### src/rtl/button_debounce_if.sv
// Button bundle between the raw pins and the debounced consumers.
// master drives the pins (board / bench); slave is the conditioner.
interface button_debounce_if #(
    parameter int N_BTN = 4
);
    logic [N_BTN-1:0] btn_raw;
    logic [N_BTN-1:0] btn_level;
    logic [N_BTN-1:0] btn_long;

    modport master (
        output btn_raw,
        input  btn_level,
        input  btn_long
    );

    modport slave (
        input  btn_raw,
        output btn_level,
        output btn_long
    );
endinterface

### src/rtl/button_debounce.sv
// Push-button conditioner: per-channel two-flop synchroniser, stability-counter
// debounce and saturating long-press timer; every output comes straight from a flop.
//
// state     | meaning
// STABLE_LO | debounced level low; deb_cnt counts consecutive high samples
// STABLE_HI | debounced level high; deb_cnt counts consecutive low samples, hold_cnt times the press
module button_debounce #(
    parameter int N_BTN           = 4,
    parameter int DEBOUNCE_CYCLES = 500000,
    parameter int HOLD_CYCLES     = 50000000
) (
    input  logic             clk,
    input  logic             reset,
    button_debounce_if.slave btn
);
    // deb_cnt tops out at DEBOUNCE_CYCLES-1, hold_cnt at HOLD_CYCLES
    localparam int DEB_W  = $clog2(DEBOUNCE_CYCLES);
    localparam int HOLD_W = $clog2(HOLD_CYCLES + 1);
    localparam logic [DEB_W-1:0]  DEB_LAST = DEB_W'(DEBOUNCE_CYCLES - 1);
    localparam logic [HOLD_W-1:0] HOLD_MAX = HOLD_W'(HOLD_CYCLES);
    localparam logic [HOLD_W-1:0] HOLD_PRE = HOLD_W'(HOLD_CYCLES - 1);

    typedef enum logic {
        STABLE_LO = 1'b0,
        STABLE_HI = 1'b1
    } state_t;

    for (genvar i = 0; i < N_BTN; i++) begin : g_ch
        logic              sync1;
        logic              sync2;
        logic              long_q;
        state_t            state;
        logic [DEB_W-1:0]  deb_cnt;
        logic [HOLD_W-1:0] hold_cnt;
        logic              differ;
        logic              settle;

        assign differ = sync2 != (state == STABLE_HI);
        assign settle = differ && (deb_cnt == DEB_LAST);

        always_ff @(posedge clk or posedge reset) begin
            if (reset) begin
                sync1    <= 1'b0;
                sync2    <= 1'b0;
                state    <= STABLE_LO;
                deb_cnt  <= '0;
                hold_cnt <= '0;
                long_q   <= 1'b0;
            end else begin
                sync1 <= btn.btn_raw[i];
                sync2 <= sync1;
                // clears on a matching sample and on the accepting edge itself
                deb_cnt <= (differ && !settle) ? deb_cnt + 1'b1 : '0;
                case (state)
                    STABLE_LO: begin
                        hold_cnt <= '0;
                        long_q   <= 1'b0;
                        if (settle) state <= STABLE_HI;
                    end
                    STABLE_HI: begin
                        if (settle) begin
                            state    <= STABLE_LO;
                            hold_cnt <= '0;
                            long_q   <= 1'b0;
                        end else if (hold_cnt != HOLD_MAX) begin
                            hold_cnt <= hold_cnt + 1'b1;
                            if (hold_cnt == HOLD_PRE) long_q <= 1'b1;
                        end
                    end
                    default: state <= STABLE_LO;
                endcase
            end
        end

        assign btn.btn_level[i] = (state == STABLE_HI);
        assign btn.btn_long[i]  = long_q;
    end
endmodule

### src/flat_wrapper.sv
// flat-port wrapper written by rule: the top's interface ports become plain ports
module button_debounce_flat 
#(
    parameter int N_BTN           = 4,
    parameter int DEBOUNCE_CYCLES = 500000,
    parameter int HOLD_CYCLES     = 50000000
)
  (clk, reset, btn_btn_raw, btn_btn_level, btn_btn_long);
  button_debounce_if #(.N_BTN(N_BTN)) btn_i ();
  input  logic clk;
  input  logic reset;
  input wire logic [$bits(btn_i.btn_raw)-1:0] btn_btn_raw;
  output wire logic [$bits(btn_i.btn_level)-1:0] btn_btn_level;
  output wire logic [$bits(btn_i.btn_long)-1:0] btn_btn_long;
  assign btn_i.btn_raw = btn_btn_raw;
  assign btn_btn_level = btn_i.btn_level;
  assign btn_btn_long = btn_i.btn_long;
  button_debounce #(.N_BTN(N_BTN), .DEBOUNCE_CYCLES(DEBOUNCE_CYCLES), .HOLD_CYCLES(HOLD_CYCLES)) u_core (.clk(clk), .reset(reset), .btn(btn_i));
endmodule
### config.mk
export PLATFORM = sky130hd
export DESIGN_NAME = button_debounce_flat
export DESIGN_NICKNAME = d
export VERILOG_FILES = /design/src/rtl/button_debounce_if.sv /design/src/rtl/button_debounce.sv /design/src/flat_wrapper.sv
export SDC_FILE = /design/constraint.sdc
export NUM_CORES = 1
export LEC_CHECK = 0
export ABC_AREA = 1
export CAP_MARGIN = 20
export CORE_UTILIZATION = 40
export CTS_BUF_LIST = sky130_fd_sc_hd__clkbuf_8
export DETAILED_ROUTE_END_ITERATION = 6
export GPL_TIMING_DRIVEN = 0
export PLACE_DENSITY = 0.59
export SYNTH_ARGS = -nofsm -noshare
export SYNTH_HDL_FRONTEND = slang
export SYNTH_SLANG_ARGS = --single-unit
### constraint.sdc
create_clock -name clk -period 19.3 [get_ports clk]
set_input_delay 4.825 -clock clk [delete_from_list [all_inputs] [get_ports clk]]
set_output_delay 4.825 -clock clk [all_outputs]
set_load 0.02 [all_outputs]
---- After elaboration in Yosys (flattened, before gate mapping) ----
Index checks and enable logic that the tools add are counted.
storage, ports and cells
  register bits ........................... 196
  word-level logic and storage cells ...... 120
cells by class
  $add $sub $neg .......................... 8
  equal/unequal tests ..................... 24
  multiplexer cells ....................... 44
  bitwise logic cells ..................... 4
  reduce and logical (&&, ||, !) cells .... 16
operators with widths
  operator                                        number
  two-way mux 26 bit                              8
  one-hot mux 26 bit (2 select lines)             4
  adder 26 x 1 -> 26 bit (second input constant)  4
  equality test 26 bit (second input constant)    4
  inequality test 26 bit (second input constant)  4
  adder 19 x 1 -> 19 bit (second input constant)  4
  equality test 19 bit (second input constant)    4
  two-way mux 19 bit                              4
  inequality test 3 bit (second input constant)   8
  two-way mux 1 bit                               20
  one-hot mux 1 bit (2 select lines)              8
  logical AND 1 bit                               8
  AND reduction 2 bit                             4
  logical NOT 1 bit                               4
  inequality test 1 bit                           4
  NOT 1 bit                                       4

---- Longest topological paths before layout ----
  depth in word-level cells ............... 5
  gate-level depth with buffers ........... 10
  gate-level depth less buffers ........... 10

---- Least setup slack after synthesis ----
No wires, ideal clock.
  kind .................................... reg2out
  from .................................... register with a tool-made name
  to ...................................... output port btn_btn_level[2]
  arrival time ............................ 0.664 ns
  slack ................................... 13.811 ns
  cell stages (with the launch flop) ...... 2
  cell sequence ........................... dfrtp_1 > buf_4
RTL lines
  element        RTL line            RTL
  end, declared  flat_wrapper.sv:13  output wire logic [$bits(btn_i.btn_level)-1:0] btn_btn_level;

==> impl_metrics.tcl <==
set metrics [dict create \
    ant_diodes 0 \
    placeableCoreArea_sq_um 28000 \
    reg2regPathDepth 7 \
    drt_first_pass_iters 5 \
    detailroute.via_count 9730 \
    result_of_the_run "finished, final reports clean" \
    cts_resized 0 \
    layout-drive-gt1-share 0.0444 \
    final.period_utilization 0.341 \
    layout_setup_ws_ns 12.71 \
    fp.dieW_um 171 \
    period_minus_slack_ns 6.59 \
    cts_tree "yes" \
    cp_max_fo 7 \
    critical_path.n_buffers_inverters 2 \
    critical_path.cell_chain "buf_4 -> clkdlybuf4s50_1" \
    grt_antenna_before_repair 0 \
    fin_area_sq_um 12500 \
    fp.dieH_um 171 \
    cts_setup_buffers 0 \
    yosysSeqAreaShare 0.428 \
    cp_slowest_cell "clkdlybuf4s50_1" \
    power_frac_seq 0.606 \
    route.detailed.wl_per_inst_um 11.4 \
    port-buffer-count 13 \
    finalMaxSlewViolations 0 \
    post-route-drc-count 0 \
    cp_slowest_stage_delay_ns 0.59 \
    totalNegativeSetupSlack_ns 0 \
    finalHoldViolations 0 \
    nNetsFinal 1717 \
    boundaryPins 14 \
    grt_max_degree 118 \
    p_clk_frac 0.368 \
    detailedRoute.firstIterationViolations 655 \
    areaGrowthSynthToFinish_pct 8.74 \
    crit_path_kind "reg2out" \
    worst_hold_startpoint "u_core.g_ch[0].sync1$_DFF_PP0_" \
    share_comb_of_total_power 0.026 \
    worst-slew-pin-transition_ns 0.818 \
    setup_repair_after_global_routing_missed_its_margin "false" \
    critical_path_arrival_ns 1.76 \
    yosys.area.top_type_share 0.428 \
    synth.net_count 1684 \
    worst_r2r_startpoint "u_core.g_ch[0].deb_cnt[0]$_DFF_PP0_" \
    crit_required_ns 14.48 \
    core.rowCount 61 \
    layout_commonest_cell "nand2_1" \
    cts-root-to-sink-buffers 2 \
    crit_path_max_delay_family "buffers and inverters" \
    worst_setup_path_end_kind "output port" \
    grt_first_pass_wirelength_mm 41.9 \
    fmax_ghz 0.152 \
    die-area_sq_um 29300 \
    clk_latency_ns 0.47 \
    post-synth-top-area-cell "dfrtp_1" \
    grt_remaining_overflow 0 \
    ctsHoldBuffers 0 \
    switchingPower_mw 0.164 \
    cellInternalPower_mw 0.522 \
    numClockSinks 196 \
    maxCapViolations 0 \
    netSwitchingFraction 0.239 \
    p_leak_nw 5.22 \
    dpl_worst_slack_ns 12.92 \
    gp_congestion 0.833 \
    hold-path-endpoint "u_core.g_ch[0].sync2$_DFF_PP0_" \
    ys_warn_count 0 \
    cts.clk_slew.worst_paths_ns 0.11 \
    setup_skew_ns 0.0195 \
    ant_nets 0 \
    regToRegEndpoint "u_core.g_ch[0].deb_cnt[14]$_DFF_PP0_" \
    clk_root_buffer_cell "clkbuf_8" \
    placedInstanceArea_sq_um 12100 \
    vias_per_cell 4.66 \
    mostFrequentLayoutCells "484 x nand2_1, 457 x nor2_1, 196 x dfrtp_1" \
    endpoints_failing_setup 0 \
    powerDensity_nw_per_um2 55.0 \
    initial_utilization 0.409 \
    wl_mm 23.8 \
    ys_ff_latch 196 \
    vdd_drop_max_v 0.0000320 \
    cts-buffers-inserted 17 \
    postSynthCellCount 1666 \
    rrSetupSlack_ns 17.38 \
    maxSlewHeadroom 0.455 \
    hold_path_depth 0 \
    worst_hold_path_type "reg2reg" \
    grt_pass1_vias 9188 \
    timing.critical_path.from_type "flop" \
    synth_area_sq_um 11500 \
    grtUsageTotal 0.174 \
    final_standard_cell_utilization_of_the_core 0.445 \
    post_synth.cell_area_avg_sq_um 6.88 \
    place_hpwl_mm 17.8 \
    synthDistinctLibCells 32 \
    cts_max_level 4 \
    synth_area_leaders "dfrtp_1 43%, nand2_1 16%, nor2_1 15%, inv_1 6.2%, nand3_1 4.8%" \
]
## power groups by stage
| stage | clock network [mW] | logic, mW | registers [mW] |
|---|---|---|---|
| finish | 0.252 | 0.0181 | 0.416 |
| global route | 0.280 | 0.0217 | 0.416 |
| CTS | 0.264 | 0.0193 | 0.416 |
| detailed placement | 0 | 0.0192 | 0.424 |
| global placement | 0 | 0.0182 | 0.424 |
| floorplan | 0 | 0.0127 | 0.423 |
## synth_stat cells
library cell    n
a21oi_1        17
a31o_2          2
a31oi_1         2
and2_1          2
buf_4          12
buf_6           8
clkbuf_1        2
clkbuf_2        1
dfrtp_1       196
ha_1           12
inv_1         189
nand2_1       484
nand2_2         7
nand2_4         1
nand3_1       110
nand3_2         4
nand3b_1        3
nand4_1        17
nand4_2         2
nor2_1        457
nor2_2          1
nor2_4          2
nor3_1         36
nor3b_1         1
nor4_1          1
o211ai_1        3
o21ai_0         9
o21bai_1        1
or2_2           2
xnor2_1        19
xor2_1         60
xor2_2          3
## worst reg2reg max path, cell delays in order (launching register included)
cell and delay (ns):
dfrtp_1 0.47, ha_1 0.31, nand3_1 0.20, nor2_1 0.18, nand3_1 0.17, nand2_2 0.22, buf_4 0.21, nor2_1 0.07
## layout make-up
| cell class | instances | area (sq um) |
|---|---|---|
| clock buffers | 18 | 248 |
| clock inverters | 14 | 116 |
| plain buffers | 23 | 193 |
| fillers | 2902 | 15500 |
| flip-flops and latches | 196 | 4900 |
| inverters | 189 | 717 |
| multi-input cells | 1258 | 5660 |
| well taps | 378 | 473 |
| repair buffers | 14 | 158 |
## worst max path at each step
stage	startpoint	end	slack, ns	depth (start not counted)
2_1_floorplan	reset	async pin	9.13	1
3_3_place_gp	reset	u_core.g_ch[0].deb_cnt[15]$_DFF_PP0_	6.20	2
3_5_place_dp	reset	u_core.g_ch[1].deb_cnt[12]$_DFF_PP0_	12.92	3
4_1_cts	flop	btn_btn_level[2]	12.68	2
5_1_grt	flop	btn_btn_level[1]	12.61	2
6_report	flop	btn_btn_level[2]	12.71	2
## through the flow
stage | std cells | total power [mW] | hold slack [ns]
floorplan | 1666 | 0.436 | 0.331
global placement | 2057 | 0.442 | 0.334
detailed placement | 2058 | 0.443 | 0.335
CTS | 2090 | 0.699 | 0.361
global route | 2090 | 0.718 | 0.376
finish | 2090 | 0.686 | 0.359
## metal layers
layer / wire length [um] / global-route usage
met5: 0 / 0
met4: 188 / 0.0388
met3: 570 / 0.0265
met2: 10900 / 0.291
met1: 12100 / 0.238
## state kept, by name, summed over array words and instances (netlist names), named ones only
| signal | count |
|---|---|
| u_core.g_ch.deb_cnt | 76 |
| u_core.g_ch.hold_cnt | 104 |
| u_core.g_ch.long_q | 4 |
| u_core.g_ch.sync1 | 4 |
| u_core.g_ch.sync2 | 4 |
## cells by family (layout without fill, tap and decap cells)
kind of cell	Yosys count	count (layout)	share of synthesized area
flops	196	196	0.428
simple gates	1130	1130	0.399
buf+inv	212	258	0.0787
compound gates	34	34	0.0166
fa+ha+maj	12	12	0.0131
xor+xnor	82	82	0.0646
Note: power is estimated with default switching activity, not from simulation.
